[config.mk]
export PLATFORM = sky130hd
export DESIGN_NAME = led_pattern_gen_flat
export DESIGN_NICKNAME = d
export VERILOG_FILES = /design/src/rtl/led_pattern_gen_if.sv /design/src/rtl/led_pattern_gen.sv /design/src/flat_wrapper.sv
export SDC_FILE = /design/constraint.sdc
export NUM_CORES = 1
export LEC_CHECK = 0
export ABC_AREA = 1
export CAP_MARGIN = 20
export CORE_MARGIN = 2
export CORE_UTILIZATION = 46
export CTS_BUF_LIST = sky130_fd_sc_hd__clkbuf_2
export DETAILED_ROUTE_END_ITERATION = 8
export PLACE_DENSITY = 0.67
export REMOVE_ABC_BUFFERS = 1
export SETUP_SLACK_MARGIN = 0.4
export SYNTH_ARGS = -nofsm -noshare
export SYNTH_HDL_FRONTEND = slang
export SYNTH_SLANG_ARGS = --single-unit
[constraint.sdc]
create_clock -name clk -period 2.03 [get_ports clk]
set_input_delay 0.406 -clock clk [delete_from_list [all_inputs] [get_ports clk]]
set_output_delay 0.406 -clock clk [all_outputs]
set_load 0.005 [all_outputs]
[src/rtl/led_pattern_gen_if.sv]
// Control and LED drive bundle for led_pattern_gen.
// bright is present only when LED_PATTERN_PWM_EN is defined.
interface led_pattern_gen_if #(
    parameter int LED_NUM = 6
);
    logic               en;
    logic [1:0]         mode;
    logic [1:0]         speed;
`ifdef LED_PATTERN_PWM_EN
    logic [7:0]         bright;
`endif
    logic [LED_NUM-1:0] leds;
    logic               step_pulse;

`ifdef LED_PATTERN_PWM_EN
    modport master (
        output en, mode, speed, bright,
        input  leds, step_pulse
    );
    modport slave (
        input  en, mode, speed, bright,
        output leds, step_pulse
    );
`else
    modport master (
        output en, mode, speed,
        input  leds, step_pulse
    );
    modport slave (
        input  en, mode, speed,
        output leds, step_pulse
    );
`endif
endinterface

[src/rtl/led_pattern_gen.sv]
// LED pattern sequencer: step prescaler plus rotate/bounce/fill engine.
// Optional brightness PWM is enabled by defining LED_PATTERN_PWM_EN.
module led_pattern_gen #(
    parameter int LED_NUM     = 6,
    parameter int STEP_CYCLES = 13500000,
    parameter int CNT_W       = 24,
    parameter bit ACTIVE_LOW  = 1'b1
) (
    input logic             clk,
    input logic             rst,
    led_pattern_gen_if.slave io
);
    typedef enum logic [1:0] {
        M_ROL  = 2'd0,
        M_ROR  = 2'd1,
        M_BNC  = 2'd2,
        M_FILL = 2'd3
    } mode_e;

    localparam logic [31:0] STEP_W = 32'(STEP_CYCLES);

    logic [CNT_W-1:0]   cnt_q, cnt_d;
    logic [LED_NUM-1:0] pat_q, pat_d;
    logic               dir_up_q, dir_up_d;
    mode_e              act_q, act_d;
    logic               pulse_q;

    logic [31:0]        limit_w;
    logic [CNT_W-1:0]   limit;
    logic               tick;
    mode_e              mode_in;

    // >= rather than == so a lowered limit fires at once instead of wrapping
    assign limit_w = (STEP_W >> io.speed) - 32'd1;
    assign limit   = limit_w[CNT_W-1:0];
    assign tick    = io.en && (cnt_q >= limit);
    assign mode_in = mode_e'(io.mode);

    always_comb begin
        cnt_d    = cnt_q;
        pat_d    = pat_q;
        dir_up_d = dir_up_q;
        act_d    = act_q;
        if (io.en) begin
            cnt_d = tick ? '0 : cnt_q + CNT_W'(1);
        end
        if (tick) begin
            if (mode_in != act_q) begin
                act_d    = mode_in;
                pat_d    = LED_NUM'(1);
                dir_up_d = 1'b1;
            end else begin
                unique case (act_q)
                    M_ROL: pat_d = {pat_q[LED_NUM-2:0], pat_q[LED_NUM-1]};
                    M_ROR: pat_d = {pat_q[0], pat_q[LED_NUM-1:1]};
                    M_BNC: begin
                        if (dir_up_q) begin
                            if (pat_q[LED_NUM-1]) begin
                                dir_up_d = 1'b0;
                                pat_d    = pat_q >> 1;
                            end else begin
                                pat_d = pat_q << 1;
                            end
                        end else begin
                            if (pat_q[0]) begin
                                dir_up_d = 1'b1;
                                pat_d    = pat_q << 1;
                            end else begin
                                pat_d = pat_q >> 1;
                            end
                        end
                    end
                    M_FILL: begin
                        if (&pat_q) pat_d = '0;
                        else        pat_d = {pat_q[LED_NUM-2:0], 1'b1};
                    end
                    default: pat_d = pat_q;
                endcase
            end
        end
    end

    always_ff @(posedge clk) begin
        if (rst) begin
            cnt_q    <= '0;
            pat_q    <= LED_NUM'(1);
            dir_up_q <= 1'b1;
            act_q    <= M_ROL;
            pulse_q  <= 1'b0;
        end else begin
            cnt_q    <= cnt_d;
            pat_q    <= pat_d;
            dir_up_q <= dir_up_d;
            act_q    <= act_d;
            pulse_q  <= tick;
        end
    end

    logic [LED_NUM-1:0] lit;

`ifdef LED_PATTERN_PWM_EN
    logic [7:0] pwm_q;

    always_ff @(posedge clk) begin
        if (rst) pwm_q <= '0;
        else     pwm_q <= pwm_q + 8'd1;
    end

    assign lit = pat_q & {LED_NUM{(pwm_q < io.bright)}};
`else
    assign lit = pat_q;
`endif

    assign io.leds       = lit ^ {LED_NUM{ACTIVE_LOW}};
    assign io.step_pulse = pulse_q;
endmodule

[src/flat_wrapper.sv]
// flat-port wrapper written by rule: the top's interface ports become plain ports
module led_pattern_gen_flat 
#(
    parameter int LED_NUM     = 6,
    parameter int STEP_CYCLES = 13500000,
    parameter int CNT_W       = 24,
    parameter bit ACTIVE_LOW  = 1'b1
)
  (clk, rst, io_en, io_mode, io_speed, io_leds, io_step_pulse);
  led_pattern_gen_if #(.LED_NUM(LED_NUM)) io_i ();
  input logic clk;
  input logic rst;
  input wire logic [$bits(io_i.en)-1:0] io_en;
  input wire logic [$bits(io_i.mode)-1:0] io_mode;
  input wire logic [$bits(io_i.speed)-1:0] io_speed;
  output wire logic [$bits(io_i.leds)-1:0] io_leds;
  output wire logic [$bits(io_i.step_pulse)-1:0] io_step_pulse;
  assign io_i.en = io_en;
  assign io_i.mode = io_mode;
  assign io_i.speed = io_speed;
  assign io_leds = io_i.leds;
  assign io_step_pulse = io_i.step_pulse;
  led_pattern_gen #(.LED_NUM(LED_NUM), .STEP_CYCLES(STEP_CYCLES), .CNT_W(CNT_W), .ACTIVE_LOW(ACTIVE_LOW)) u_core (.clk(clk), .rst(rst), .io(io_i));
endmodule
# After elaboration in Yosys (flattened, before gate mapping)
# Index checks and enable logic that the tools add are counted.
[classes]
n_mux = 12
n_bitwise = 1
addsub = 2
shift = 1
n_reduce_logical = 6
n_eq_ne = 4
order_cmp = 1
n_div = 0
multipliers = 0
[ops]
columns = ["cell", "count"]
rows = [
  ["6-bit 2-to-1 mux", 5],
  ["24-bit by 1-bit adder with 24-bit output, second input constant", 1],
  ["24-bit greater-or-equal comparator", 1],
  ["24-bit 2-to-1 mux", 1],
  ["6-bit case mux with 4 select lines", 1],
  ["24-bit by 2-bit right shift with 24-bit output, first input constant", 1],
  ["24-bit by 1-bit subtractor with 24-bit output, second input constant", 1],
  ["6-bit inverter", 1],
  ["6-bit AND reduction", 1],
  ["1-bit 2-to-1 mux", 5],
  ["2-bit == test, second input constant", 2],
  ["2-bit AND reduction", 2],
  ["2-bit by 1-bit == test with 1-bit output, second input constant", 1],
  ["2-bit logical NOT", 1],
  ["2-bit != test", 1],
  ["2-bit nonzero test", 1],
  ["1-bit logical AND", 1],
]
[word_totals]
latch_bits = 0
ramBits = 0
reg_bits = 34
mem_count = 0
mem_bits_ro = 0

# Depth between registers and ports, before layout
[logic_depth]
ltp_word = 5
ltp_mapped = 16
depth_no_buf = 15

# Least setup slack after synthesis
# Ideal clock, no wire load.
[synth_timing]
path_type = "input port to flip-flop"
start = "input io_speed[1]"
end = "register u_core.cnt_q[7]"
path_stages = 15
path_slack_ns = -0.088
setup_time_ns = 0.121
arrival_ns = 1.997
n_path_buf = 1
required_ns = 1.909
path_cell_list = "inv_1 > ha_1 > inv_1 > xor2_1 > ha_1 > nand2_1 > nor2_1 > nand2_1 > nand2_1 > nand2_1 > nand3_2 > nand2_1 > nand2_1 > buf_4 > nor2_1"
[synth_via]
elab_chain_cells = 5
[synth_lines]
columns = ["element", "line_no", "rtl"]
rows = [
  ["start: declaration", "flat_wrapper.sv:15", "input wire logic [$bits(io_i.speed)-1:0] io_speed;"],
  ["24-bit by 2-bit right shift with 24-bit output", "led_pattern_gen.sv:34", "assign limit_w = (STEP_W >> io.speed) - 32'd1;"],
  ["24-bit by 1-bit subtractor with 24-bit output", "led_pattern_gen.sv:34", ""],
  ["24-bit greater-or-equal comparator", "led_pattern_gen.sv:36", "assign tick = io.en && (cnt_q >= limit);"],
  ["1-bit logical AND", "led_pattern_gen.sv:36", ""],
  ["24-bit 2-to-1 mux", "led_pattern_gen.sv:45", "cnt_d = tick ? '0 : cnt_q + CNT_W'(1);"],
  ["end signal: assignment", "led_pattern_gen.sv:91", "cnt_q <= cnt_d;"],
  ["end: declaration", "led_pattern_gen.sv:22", "logic [CNT_W-1:0] cnt_q, cnt_d;"],
]
# Every way passes these cells.
# A chain may end at the register's enable or synchronous reset.

# Final worst setup path
[layout_timing]
start = "input io_speed[1]"
end = "register u_core.cnt_q[13]"
# The elaborated chain is that of the path after synthesis.

==> metrics.md <==
| Metric | Value |
|---|---|
| Status | `finished clean` |
| Sequential-to-total area share from yosys stat | `27.9%` |
| Drt first-iter violations | `100` |
| Fmax | `0.521 GHz` |
| WP depth | `17` |
| Port bufs | `13` |
| Pwr Density | `354 nW/µm²` |
| Nets | `442` |
| WL/cell | `13.0 µm` |
| Largest net degree at the start of global routing | `12` |
| Cell variety after synth | `36` |
| Hold path depth | `2` |
| Share of post-route cells with drive strength above 1 | `26.0%` |
| Total negative setup slack | `0 ns` |
| Crit path largest cell delay | `0.30 ns` |
| Yosys top cell by area | `dfxtp_1` |
| Max Cap Violations | `0` |
| Core area | `5110 µm²` |
| Peak supply drop | `0.202 mV` |
| Drt first pass iters | `5` |
| Total grt overflow | `0` |
| WP buf/inv | `5` |
| Latest clock arrival within the worst-skew pair | `0.38 ns` |
| Initial Util | `47.8%` |
| Final setup viols | `0` |
| Non-filler instance count after layout | `481` |
| WP data required | `2.31 ns` |
| Synth top cells by count | `nand2_1 (106), inv_1 (49), nor2_1 (49)` |
| Hold path start | `u_core.cnt_q[0]$_SDFFE_PP0P_` |
| Clk buf depth | `2` |
| CP dominant cell by count | `nand2_1` |
| Row Count | `26` |
| Crit-path slowest cell | `ha_2` |
| Final wirelength | `6.24 mm` |
| CTS Sinks | `34` |
| Hold Fails Final Rpt | `0` |
| Synth area leaders | `dfxtp_1 (28%), nand2_1 (16%), ha_1 (12%), inv_1 (7.5%), nor2_1 (7.5%)` |
| Vias in the first global route | `2205` |
| Origin of the critical flop-to-flop path | `u_core.cnt_q[21]$_SDFFE_PP0P_` |
| Via Count | `2449` |
| Die Area | `5910 µm²` |
| Die height | `76.9 µm` |
| #FFs+latches synth | `34` |
| Mapped cell area | `2440 µm²` |
| Count leader, synth | `nand2_1` |
| Crit path from | `io_speed[1]` |
| CP Class | `input port to register` |
| EDFF count, synth | `0` |
| Hpwl dp | `4.36 mm` |
| Share of the synthesized area in the top cell type | `27.9%` |
| Share of flip-flops with an asynchronous set or reset | `0%` |
| Worst-path maximum fanout | `8` |
| Worst-path cell chain | `buf_8 -> inv_4 -> ha_4 -> inv_4 -> xor2_2 -> ha_2 -> nand2_1 -> nor2_1 -> nand2_1 -> nand2_1 -> nand2_1 -> nand3_2 -> nand2_2 -> buf_6 -> nand2_8 -> buf_12 -> nor2_2` |
| Max-slew violation count | `0` |
| Crit. End Element | `register` |
| # DRC | `0` |
| Final Cycle Share | `94.5%` |
| Clock transition at path regs | `0.15 ns` |
| DP Cell Count | `461` |
| Post-Synthesis Cells | `371` |
| Arr. time, crit path | `2.20 ns` |
| GRT Total Usage | `21.7%` |
| Worst min path class | `register to register` |
| Final ANT Viol Nets | `0` |
| Ys flop type | `dfxtp_1` |
| Worst r2r path cells | `12` |
| Final Wtd Congestion | `0.912` |
| TritonCTS clock tree | `yes` |
| Ys Warns | `0` |
| Antenna violations before repair | `0` |
| I/O pin count | `14` |
| Period minus WS final | `1.92 ns` |
| Total CTS buffers | `5` |
| H-tree levels | `2` |
| # diodes | `0` |
| Via density | `5.09` |
| Die X | `76.9 µm` |
| Worst path top cell family by delay | `adder cells` |
| CTS Root Cell | `clkbuf_2` |
| Area growth from synthesis to layout | `32.6%` |
| CP startpoint kind | `input port` |
| First-pass GRT wire length | `10.3 mm` |
| Avg Cell Area, Syn | `6.59 µm²` |
| RSZ-0062 raised after global routing | `yes` |
| Clock Skews | `0.0108 ns` |
| Static leakage | `1.43 nW` |
metrics by stage:
stage	total power [W]	util [%]	hold slack, ns	worst slack [ns]	cell area, µm²
2_1_floorplan	0.000747	-	0.456	-0.497	2410
3_3_place_gp	0.000801	53.6	0.476	-0.682	2740
3_5_place_dp	0.000803	53.6	0.475	-0.718	2740
4_1_cts	0.00114	59.7	0.499	0.142	3050
5_1_grt	0.00121	63.4	0.539	0.0457	3240
6_report	0.00115	63.4	0.506	0.111	3240
worst paths after layout:
path / slack (ns) / endpoint
max reg2reg: 0.19 / u_core.cnt_q[13]$_SDFFE_PP0P_
min: 0.51 / u_core.cnt_q[0]$_SDFFE_PP0P_
min reg2reg: 0.51 / u_core.cnt_q[0]$_SDFFE_PP0P_
max: 0.11 / u_core.cnt_q[13]$_SDFFE_PP0P_
cell type report:
type	count	area, µm²
clock buffers	7	35.0
flip-flops and latches	34	699
fillers	469	1870
inverters	52	203
well taps	70	87.6
multi-input cells	279	1790
repair buffers	39	420
cells in the final DEF, fill, tap and decap left out, types with 9 or more instances in the layout:
cell	instances
buf_4	16
inv_1	45
ha_1	18
nand2_1	103
nor2_1	30
dfxtp_1	25
nor2_4	17
o21ai_0	9
nand3_1	26
registers in the layout (all words and copies together), names as in the netlist:
name and cells:
u_core.act_q 2, u_core.cnt_q 24, u_core.dir_up_q 1, u_core.io.step_pulse 1, u_core.lit 6
cells by family (layout without fill, tap and decap cells):
group           Yosys count  in the layout  share of synthesized area, %
compound gates           34             34                          7.73
xor+xnor                  8              8                          2.87
fa+ha+maj                24             24                          12.3
buf+inv                  58             98                          9.37
flops                    34             34                          27.9
mux                       1              1                         0.410
other cells               1              1                         0.153
simple gates            211            211                          39.3
where the power goes:
| part | switching [W] | leakage (nW) | total, W | internal [W] |
|---|---|---|---|---|
| clock network | 0.000219 | 0.0291 | 0.000309 | 0.0000896 |
| logic | 0.0000919 | 1.12 | 0.000170 | 0.0000777 |
| registers | 0.00000260 | 0.279 | 0.000669 | 0.000667 |
routing by layer:
metal	track usage, %	up-vias	share of wire (%)	wire [µm]
met3	4.12	10	3.3	206
met4	6.36	0	1.4	85
li1	-	1261	-	-
met2	36.7	43	49	3050
met1	28.0	1135	46	2900
met5	0	-	0	0
worst min-delay path, cell delays in order (launching register included):
cell and delay [ns]:
dfxtp_1 0.36, nand2_1 0.08, a21oi_2 0.05
what timing repair did:
| item | 4_1_cts | 5_1_grt |
|---|---|---|
| setup buffers | 10 | 1 |
| resized for setup | 66 | 49 |
| hold buffers | 0 | 0 |
| cloned | 2 | 0 |
| pin swaps | 19 | 16 |
| setup endpoints to repair | 40 | 35 |
Note: power is estimated with default switching activity, not from simulation.
